[config.mk]
export PLATFORM = sky130hd
export DESIGN_NAME = gf2m_digit_serial_multiplier
export DESIGN_NICKNAME = d
export VERILOG_FILES = /design/src/rtl/gf2m_digit_serial_multiplier.sv
export SDC_FILE = /design/constraint.sdc
export NUM_CORES = 1
export LEC_CHECK = 0
export BUFFER_PORTS_ARGS = -buffer_cell sky130_fd_sc_hd__buf_4
export CAP_MARGIN = 40
export CELL_PAD_IN_SITES_DETAIL_PLACEMENT = 0
export CELL_PAD_IN_SITES_GLOBAL_PLACEMENT = 2
export CORE_ASPECT_RATIO = 0.9
export CORE_MARGIN = 3
export CORE_UTILIZATION = 35
export DETAILED_ROUTE_END_ITERATION = 10
export PLACE_DENSITY_LB_ADDON = 0.12
export REMOVE_ABC_BUFFERS = 1
export SLEW_MARGIN = 10
export SYNTH_ARGS = -nofsm -noshare
export SYNTH_HDL_FRONTEND = slang
export SYNTH_SLANG_ARGS = --single-unit
[constraint.sdc]
create_clock -name clk -period 3.3 [get_ports clk]
set_clock_uncertainty 0.15 [all_clocks]
set_input_delay 0.495 -clock clk [delete_from_list [all_inputs] [get_ports clk]]
set_output_delay 0.495 -clock clk [all_outputs]
set_load 0.01 [all_outputs]
[src/rtl/gf2m_digit_serial_multiplier.sv]
// Digit-serial GF(2^W) multiplier, polynomial basis, programmable reduction
// polynomial. Consumes D bits of B per cycle, MSB first (Horner scheme),
// with valid/ready handshakes on operand and product sides.
module gf2m_digit_serial_multiplier #(
    parameter int unsigned    W    = 8,
    parameter logic [W-1:0]   POLY = 8'h1B,
    parameter int unsigned    D    = 1
) (
    input  logic         clk,
    input  logic         rst,
    input  logic         in_valid,
    output logic         in_ready,
    input  logic [W-1:0] A,
    input  logic [W-1:0] B,
    output logic         out_valid,
    input  logic         out_ready,
    output logic [W-1:0] O,
    output logic         busy
);

    localparam int unsigned STEPS = W / D;
    localparam int unsigned CW    = (STEPS > 1) ? $clog2(STEPS) : 1;

    if ((W < 2) || (W > 32) || (D < 1) || (D > W) || ((W % D) != 0)) begin : g_illegal_params
        $error("gf2m_digit_serial_multiplier: W must be 2..32 and D must divide W");
    end

    typedef enum logic [1:0] {
        S_IDLE,
        S_CALC,
        S_DONE
    } state_t;

    state_t          state_q, state_d;
    logic [W-1:0]    a_q, a_d;
    logic [W-1:0]    b_q, b_d;
    logic [W-1:0]    acc_q, acc_d;
    logic [W-1:0]    o_q, o_d;
    logic [CW-1:0]   cnt_q, cnt_d;

    logic [W-1:0]    acc_shift;
    logic [W-1:0]    partial;
    logic [W-1:0]    a_pow;
    logic [D-1:0]    digit;
    logic [W-1:0]    step;

    // Multiply by x and reduce modulo the field polynomial.
    function automatic logic [W-1:0] mulx(input logic [W-1:0] v);
        return {v[W-2:0], 1'b0} ^ (v[W-1] ? POLY : '0);
    endfunction

    assign in_ready  = (state_q == S_IDLE) && !rst;
    assign out_valid = (state_q == S_DONE);
    assign busy      = (state_q != S_IDLE);
    assign O         = o_q;

    // One Horner step: acc*x^D plus the digit-weighted multiples a*x^j.
    always_comb begin
        acc_shift = acc_q;
        for (int unsigned i = 0; i < D; i++) begin
            acc_shift = mulx(acc_shift);
        end
        digit   = b_q[W-1 -: D];
        partial = '0;
        a_pow   = a_q;
        for (int unsigned j = 0; j < D; j++) begin
            if (digit[j]) begin
                partial = partial ^ a_pow;
            end
            a_pow = mulx(a_pow);
        end
        step = acc_shift ^ partial;
    end

    // Next-state and datapath register updates.
    always_comb begin
        state_d = state_q;
        a_d     = a_q;
        b_d     = b_q;
        acc_d   = acc_q;
        cnt_d   = cnt_q;
        o_d     = o_q;
        case (state_q)
            S_IDLE: begin
                if (in_valid && in_ready) begin
                    a_d     = A;
                    b_d     = B;
                    acc_d   = '0;
                    cnt_d   = '0;
                    state_d = S_CALC;
                end
            end
            S_CALC: begin
                acc_d = step;
                b_d   = b_q << D;
                cnt_d = cnt_q + CW'(1);
                if (cnt_q == CW'(STEPS - 1)) begin
                    o_d     = step;
                    state_d = S_DONE;
                end
            end
            S_DONE: begin
                if (out_ready) begin
                    state_d = S_IDLE;
                end
            end
            default: begin
                state_d = S_IDLE;
            end
        endcase
    end

    // State and datapath registers with synchronous reset.
    always_ff @(posedge clk) begin
        if (rst) begin
            state_q <= S_IDLE;
            a_q     <= '0;
            b_q     <= '0;
            acc_q   <= '0;
            cnt_q   <= '0;
            o_q     <= '0;
        end else begin
            state_q <= state_d;
            a_q     <= a_d;
            b_q     <= b_d;
            acc_q   <= acc_d;
            cnt_q   <= cnt_d;
            o_q     <= o_d;
        end
    end

endmodule

# == Word-level counts from Yosys, hierarchy flattened ==
# Index checks and enable logic that the tools add are counted.
# op_classes
n_reduce_logical,10
muxes,12
eq_ne,6
bitwise,2
add_sub_neg,1
# ops
cell,count
case mux 8 bit (2 select lines),2
two-way mux 8 bit,3
XOR 8 x 5 -> 8 bit,1
XOR 8 bit,1
two-way mux 2 bit,3
case mux 2 bit (3 select lines),1
case mux 3 bit (2 select lines),1
AND reduction 2 bit,3
two-way mux 5 bit,1
"inequality test 2 x 1 -> 1 bit, second input constant",2
nonzero test 2 bit,2
"adder 3 x 1 -> 3 bit, second input constant",1
"== test 3 bit, second input constant",1
two-way mux 3 bit,1
AND reduction 3 bit,1
"== test 2 x 1 -> 1 bit, second input constant",1
"== test 2 bit, second input constant",1
logical AND 1 bit,2
logical NOT 2 bit,1
"inequality test 2 bit, second input constant",1
logical NOT 1 bit,1
# totals
ff_bits,37

# == Logic depth before layout (Yosys ltp) ==
# Gate-level depths: netlist of run 1.
# logic_depth
word_depth,5
ltp_mapped,6
ltp_nobuf,5

# == Worst setup path before layout of run 1 ==
# Ideal clock, no wire load.
# synth_timing
kind,input to output
startpoint,input rst
endpoint,output in_ready
stages,3
path_slack_ns,1.570
arrival_time_ns,1.085
n_path_buf,2
cell_sequence,clkbuf_1 -> clkbuf_1 -> nor2_1
# synth_between
elab_chain_cells,2
# synth_lines
item,line,rtl
"start, declared",10,"input logic rst,"
logical NOT 1 bit,52,assign in_ready = (state_q == S_IDLE) && !rst;
logical AND 1 bit,52,
"end, declared",12,"output logic in_ready,"
# No other way between the ends.

# == Worst setup path after layout of run 1 ==
# layout_timing
startpoint,register state_q[1]
endpoint,register b_q[1]
# layout_between
elab_chain_cells,5
elab_cells_between_ends,8
# layout_lines
item,line,rtl
"start, declared",34,"state_t state_q, state_d;"
"start signal, assigned",123,state_q <= state_d;
logical NOT 2 bit,"52, 83",
logical AND 1 bit,52,
logical AND 1 bit,85,if (in_valid && in_ready) begin
inequality test 2 x 1 -> 1 bit (no line),--,
AND reduction 2 bit (no line),--,
"end signal, assigned",118,b_q <= '0;
"end signal, assigned",125,b_q <= b_d;
"end, declared",36,"logic [W-1:0] b_q, b_d;"
# Several ways; a longest one is shown, not always the timed one.
# A chain may end at the register's enable or synchronous reset.

==> out/qor.csv, run 1 <==
metric,value,unit
largest_net_degree_at_the_start_of_global_routing,42,
drtPass1Iterations,4,
layout.cells.most_common_list,"37 x dfxtp_1, 35 x nand2_1, 32 x buf_4",
final_setup_violations,0,
overflow,0,
path_cells,nand2b_1 > nand2_1 > a311oi_1,
postRouteAntennaNets,0,
detail_route.iter0.violations,50,
total_number_of_yosys_warnings,0,
first_global_vias,1416,
detailroute.wirelength.met3,268,µm
core_area,4630,µm²
initial_core_util,0.376,
yosys_register_bits,37,
cts_root_buffer,clkbuf_8,
area_of_the_multi_input_gates,897,µm²
synth_top_flop_cell,dfxtp_1,
outcome,"complete, no violations",
crit_path_max_incr_delay,0.72,ns
viasPerCell,5.24,
signal_arrival_time_at_the_worst_endpoint,1.96,ns
grt_first_pass_wirelength,6630,µm
async_flop_share,0,
route.layer.met1.wl,1770,µm
die_y,72.9,µm
cts_repair_resize_count,0,
critPathSlowestCell,nand2b_1,
crit_buf_inv,0,
fp.dieW,80.4,µm
power-per-cell-area,441,nW/µm²
cts.hold.buffers_added,0,
regToRegStartpoint,state_q[1],
layout.cell_area.non_filler,2050,µm²
unrepaired_setup_endpoints_after_global_routing,false,
synth_area_per_cell,8.62,µm²
part_of_the_yosys_area_used_for_sequential_elements,0.425,
critPathMaxFanout,19,
drc,0,
io_buffer_count,30,
layout.filler_cells,475,
vias,1498,
placedInstanceArea,1960,µm²
n_antenna_cell,0,
fp-row-count,23,
clk_latency,0.28,ns
finalCriticalPeriod,1.93,ns
seq_area,741,µm²
p_leak,0.799,nW
cp.required,3.34,ns
area.growth.synth_to_final,17.5,%
post_synthesis_instance_area,1740,µm²
hpwlAfterDp,2590,µm
timing.setup.critical_path_class,register to register,
cts_made_buffers,5,
global_route.usage.total,0.146,
path_clk_slew,0.07,ns
overall_die_area,5860,µm²
synth_enable_flop_cells,0,
final-max-slew-violation-count,0,
worst_pin_slew,0.865,ns
slew_headroom,0.423,
start_kind,register,
post_synth_inst_count,202,
numClockSinks,37,
grt_antenna_before_repair,0,
drt-wirelength-per-cell,14.0,µm
cts_max_level,2,
gp_routability_congestion,0.753,
most_common_cell_after_layout_fill_and_taps_aside,dfxtp_1,
critical_path.startpoint,state_q[1],
cts_tree,done,
path_delay_family,simple AND/OR/NAND/NOR gates,
drv_cap,0,
synth_cell_type_count,29,
postCtsSetupBuffers,0,
min_path_type,primary input to register,
layout-drive-gt1-share,0.201,
tns,0,ns
io_pins,31,
route.top_layer_used,met4,
dr_wl_met2,1930,µm
hold_viol,0,
cts_max_path_buffers,2,
post-route-period-util,0.583,
timing.critical_path.to_type,register,
vdd_ir_drop_max,222,µV
num-nets-final,246,
routed_wl,4010,µm
worstHoldStart,A[0],
clock.fmax,519,MHz
[cells by family after synthesis]
| group | after synthesis | synth area share |
|---|---|---|
| simple gates | 105 | 0.339 |
| flops | 37 | 0.425 |
| compound gates | 32 | 0.120 |
| buf+inv | 18 | 0.0596 |
| xor+xnor | 6 | 0.0302 |
| mux | 2 | 0.0115 |
| fa+ha+maj | 2 | 0.0144 |
[worst paths after layout]
check,cells past startpoint,endpoint,slack (ns)
worst min register to register,2,cnt_q[2],0.33
worst max register to register,3,b_q[1],1.37
worst max-delay path,3,b_q[1],1.37
worst min-delay path,3,a_q[0],0.24
[worst register-to-register path, stage by stage, from the launching register on]
cell      delay, ns
dfxtp_1        0.50
nand2b_1       0.72
nand2_1        0.15
a311oi_1       0.31
[cell usage after synthesis (4+ instances only)]
master | instances | area, µm²
a311oi_1 | 6 | 52.6
clkbuf_1 | 7 | 26.3
a21oi_1 | 9 | 45.0
nand2b_1 | 4 | 25.0
nor3_1 | 17 | 85.1
dfxtp_1 | 37 | 741
and3b_1 | 6 | 52.6
buf_2 | 5 | 25.0
o21ai_0 | 8 | 40.0
nand2_1 | 35 | 131
nand3_1 | 11 | 55.1
a21boi_0 | 5 | 37.5
nand3b_1 | 15 | 113
nor2_1 | 6 | 22.5
xnor2_1 | 6 | 52.6
[per-stage QoR]
stage | power (mW) | cells | setup slack [ns] | hold slack, ns | util
after floorplan | 0.547 | 185 | 1.15 | 0.292 | -
final | 0.902 | 286 | 1.37 | 0.244 | 0.442
after detailed placement | 0.596 | 279 | 1.15 | 0.318 | 0.423
after CTS | 0.917 | 286 | 1.36 | 0.235 | 0.442
after global placement | 0.592 | 279 | 1.21 | 0.310 | 0.423
after global routing | 0.951 | 286 | 1.22 | 0.230 | 0.442
[per-layer routing]
metal,vias to the layer above,track usage
li1,752,-
met1,698,0.177
met2,43,0.251
met3,5,0.0407
met4,0,0.0450
met5,-,0
[registers in the layout, summed over array words and instances (netlist names)]
register and flops:
O 8, a_q 8, acc_q 8, b_q 8, cnt_q 3, state_q 2
[where the power goes]
group	internal (mW)	total [mW]	switching, mW
combinational	0.0465	0.0997	0.0532
sequential	0.466	0.484	0.0184
clock	0.166	0.317	0.152
total	0.678	0.902	0.223
[final cells by class]
type / instances / area share
inverter: 1 / 0.00183
timing repair buffer: 32 / 0.117
tap: 62 / 0.0379
multi-input combinational: 147 / 0.439
sequential: 37 / 0.362
clock buffer: 7 / 0.0422
Note: power is estimated with default switching activity, not from simulation.
==> run 2: changes to the inputs <==
--- a/config.mk
+++ b/config.mk
@@ -5,13 +5,14 @@
 export SDC_FILE = /design/constraint.sdc
 export NUM_CORES = 1
 export LEC_CHECK = 0
+export ABC_AREA = 1
 export BUFFER_PORTS_ARGS = -buffer_cell sky130_fd_sc_hd__buf_4
 export CAP_MARGIN = 40
 export CELL_PAD_IN_SITES_DETAIL_PLACEMENT = 0
 export CELL_PAD_IN_SITES_GLOBAL_PLACEMENT = 2
 export CORE_ASPECT_RATIO = 0.9
 export CORE_MARGIN = 3
-export CORE_UTILIZATION = 35
+export CORE_UTILIZATION = 31
 export DETAILED_ROUTE_END_ITERATION = 10
 export PLACE_DENSITY_LB_ADDON = 0.12
 export REMOVE_ABC_BUFFERS = 1
==> constraint.sdc (replaced) <==
create_clock -name clk -period 1.8 [get_ports clk]
set_clock_uncertainty 0.15 [all_clocks]
set_input_delay 0.27 -clock clk [delete_from_list [all_inputs] [get_ports clk]]
set_output_delay 0.27 -clock clk [all_outputs]
set_load 0.01 [all_outputs]
==> out/qor.csv, run 2 <==
metric,value,unit
outcome,"complete, no violations",
cts.hold.buffers_added,0,
synth_enable_flop_cells,0,
area.growth.synth_to_final,19.3,%
final_setup_violations,0,
initial_core_util,0.329,
clk_latency,0.28,ns
worst_pin_slew,0.333,ns
async_flop_share,0,
setup_ws,0.208,ns
clkPwrFrac,0.350,
yosys_register_bits,37,
synth_top_flop_cell,dfxtp_1,
fp.dieW,85.9,µm
yosys-top-cells-area,"dfxtp_1 42%, nand2_1 15%, nand3_1 7.3%",
num-nets-final,290,
signal_arrival_time_at_the_worst_endpoint,1.62,ns
drt-wirelength-per-cell,11.9,µm
unrepaired_setup_endpoints_after_global_routing,false,
gp_routability_congestion,0.714,
dp_slack,0.198,ns
part_of_the_yosys_area_used_for_sequential_elements,0.416,
min_path_type,primary input to register,
regToRegStartpoint,cnt_q[0],
post_synth_inst_count,237,
netlist.top_cell.by_area,dfxtp_1,
synth.top_cell.area_share,0.416,
drc,0,
start_kind,register,
first_global_vias,1412,
layout.cell_area.non_filler,2120,µm²
layout-drive-gt1-share,0.257,
most_frequently_used_cell_type_in_the_post_synthesis_netlist,nand2_1,
overflow,0,
viasPerCell,4.37,
path_clk_slew,0.07,ns
p_leak,0.952,nW
postRouteAntennaNets,0,
numClockSinks,37,
switching_share,0.256,
hpwlAfterDp,2810,µm
cts_tree,done,
postCtsSetupBuffers,0,
detail_route.iter0.violations,45,
timing.critical_path.to_type,register,
die_y,77.9,µm
most_common_cell_after_layout_fill_and_taps_aside,nand2_1,
final-max-slew-violation-count,0,
cts_root_buffer,clkbuf_8,
worstHoldStart,A[6],
power-per-cell-area,788,nW/µm²
cts_max_level,2,
io_pins,31,
r2r_slack,0.21,ns
numPlacedInstances,328,
drv_cap,0,
crit-reg2reg-capture,O[0],
vdd_ir_drop_max,265,µV
finalCriticalPeriod,1.59,ns
n_antenna_cell,0,
slew_headroom,0.777,
cts_made_buffers,5,
total_number_of_yosys_warnings,0,
cts_max_path_buffers,2,
placedInstanceArea,2040,µm²
clock.fmax,628,MHz
overall_die_area,6690,µm²
critPathMaxFanout,12,
power.combinational.fraction,0.124,
synth_cell_type_count,24,
dr_wl_met2,1640,µm
post_synthesis_instance_area,1780,µm²
power_report.internal_total,1.25,mW
grt_first_pass_wirelength,6780,µm
timing.setup.critical_path_class,register to register,
synth_area_per_cell,7.51,µm²
fp-row-count,25,
grt_antenna_before_repair,0,
global_route.usage.total,0.128,
cp.required,1.83,ns
layout.cells.most_common_list,"72 x nand2_1, 37 x dfxtp_1, 36 x buf_4",
drtPass1Iterations,4,
hold_depth,3,
hold-path-endpoint,a_q[6],
core_area,5410,µm²
routed_wl,3970,µm
tns,0,ns
cts_repair_resize_count,0,
vias,1465,
seq_power_share,0.527,
route.top_layer_used,met4,
post-route-period-util,0.884,
route.layer.met1.wl,2070,µm
power_switching,428,µW
most_numerous_cell_types_in_the_synthesized_netlist,"72 x nand2_1, 37 x dfxtp_1, 26 x nand3_1",
detailroute.wirelength.met3,222,µm
hold_viol,0,
io_buffer_count,30,
largest_net_degree_at_the_start_of_global_routing,23,
instances_no_fill,335,
timing.reg2reg.worst_path_depth,7,
-- run 2: cell types whose count changed after synthesis, sizes merged, moves of 15 or more --
cell    before  now
inv          1   18
nand2       36   74
nand3       11   34
nand3b      15    0
nor2         6   24
nor3        19    0
-- run 2: worst max path at each step --
stage          startpoint      to  slack (ns)  cells past startpoint
6_report         cnt_q[0]    O[0]        0.21                      7
5_1_grt          cnt_q[0]    O[0]        0.06                      7
4_1_cts          cnt_q[0]    O[0]        0.17                      7
3_5_place_dp     cnt_q[0]    O[0]        0.20                      7
3_3_place_gp     cnt_q[0]    O[0]        0.19                      7
2_1_floorplan  state_q[0]  b_q[1]        0.43                      6
-- run 2: metrics by stage --
stage	util	power (mW)	hold WS, ns
6_report	0.393	1.67	0.0493
5_1_grt	0.393	1.77	0.0448
4_1_cts	0.393	1.70	0.0424
3_5_place_dp	0.377	1.11	0.309
3_3_place_gp	0.377	1.11	0.307
2_1_floorplan	-	1.01	0.182
-- run 2: power groups by stage --
stage	combinational, mW	sequential (mW)	clock [mW]
after floorplan	0.120	0.894	0
after global placement	0.212	0.902	0
after global routing	0.235	0.887	0.645
after detailed placement	0.210	0.902	0
final	0.207	0.882	0.586
after CTS	0.211	0.882	0.610
-- run 2: logic make-up (layout without fill, tap and decap cells) --
group,Yosys count,in the layout,synth area share
buffers and inverters,31,62,0.0949
adders and majority gates,2,2,0.0141
xor gates and xnor gates,5,5,0.0246
DFF,37,37,0.416
AOI/OAI and AO/OA,30,30,0.103
and+or+nand+nor,132,132,0.347
-- run 2: final cells by class --
cell class | instances | area, µm²
Fill cell | 599 | 3290
Multi-Input combinational cell | 169 | 871
Sequential cell | 37 | 741
Timing Repair Buffer | 36 | 270
Clock buffer | 7 | 86.3
Tap cell | 67 | 83.8
Inverter | 19 | 72.6
-- run 2: critical path, cell delays in order (launching register included) --
cell and delay, ns:
dfxtp_1 0.35, ha_1 0.15, ha_1 0.14, inv_1 0.07, nor2_4 0.30, inv_2 0.15
nor2_1 0.13, nor2_1 0.04
-- run 2: routing by layer --
metal / vias up / global-route usage
li1: 817 / -
met1: 612 / 0.169
met2: 31 / 0.194
met3: 5 / 0.0456
met4: 0 / 0.0380
met5: - / 0
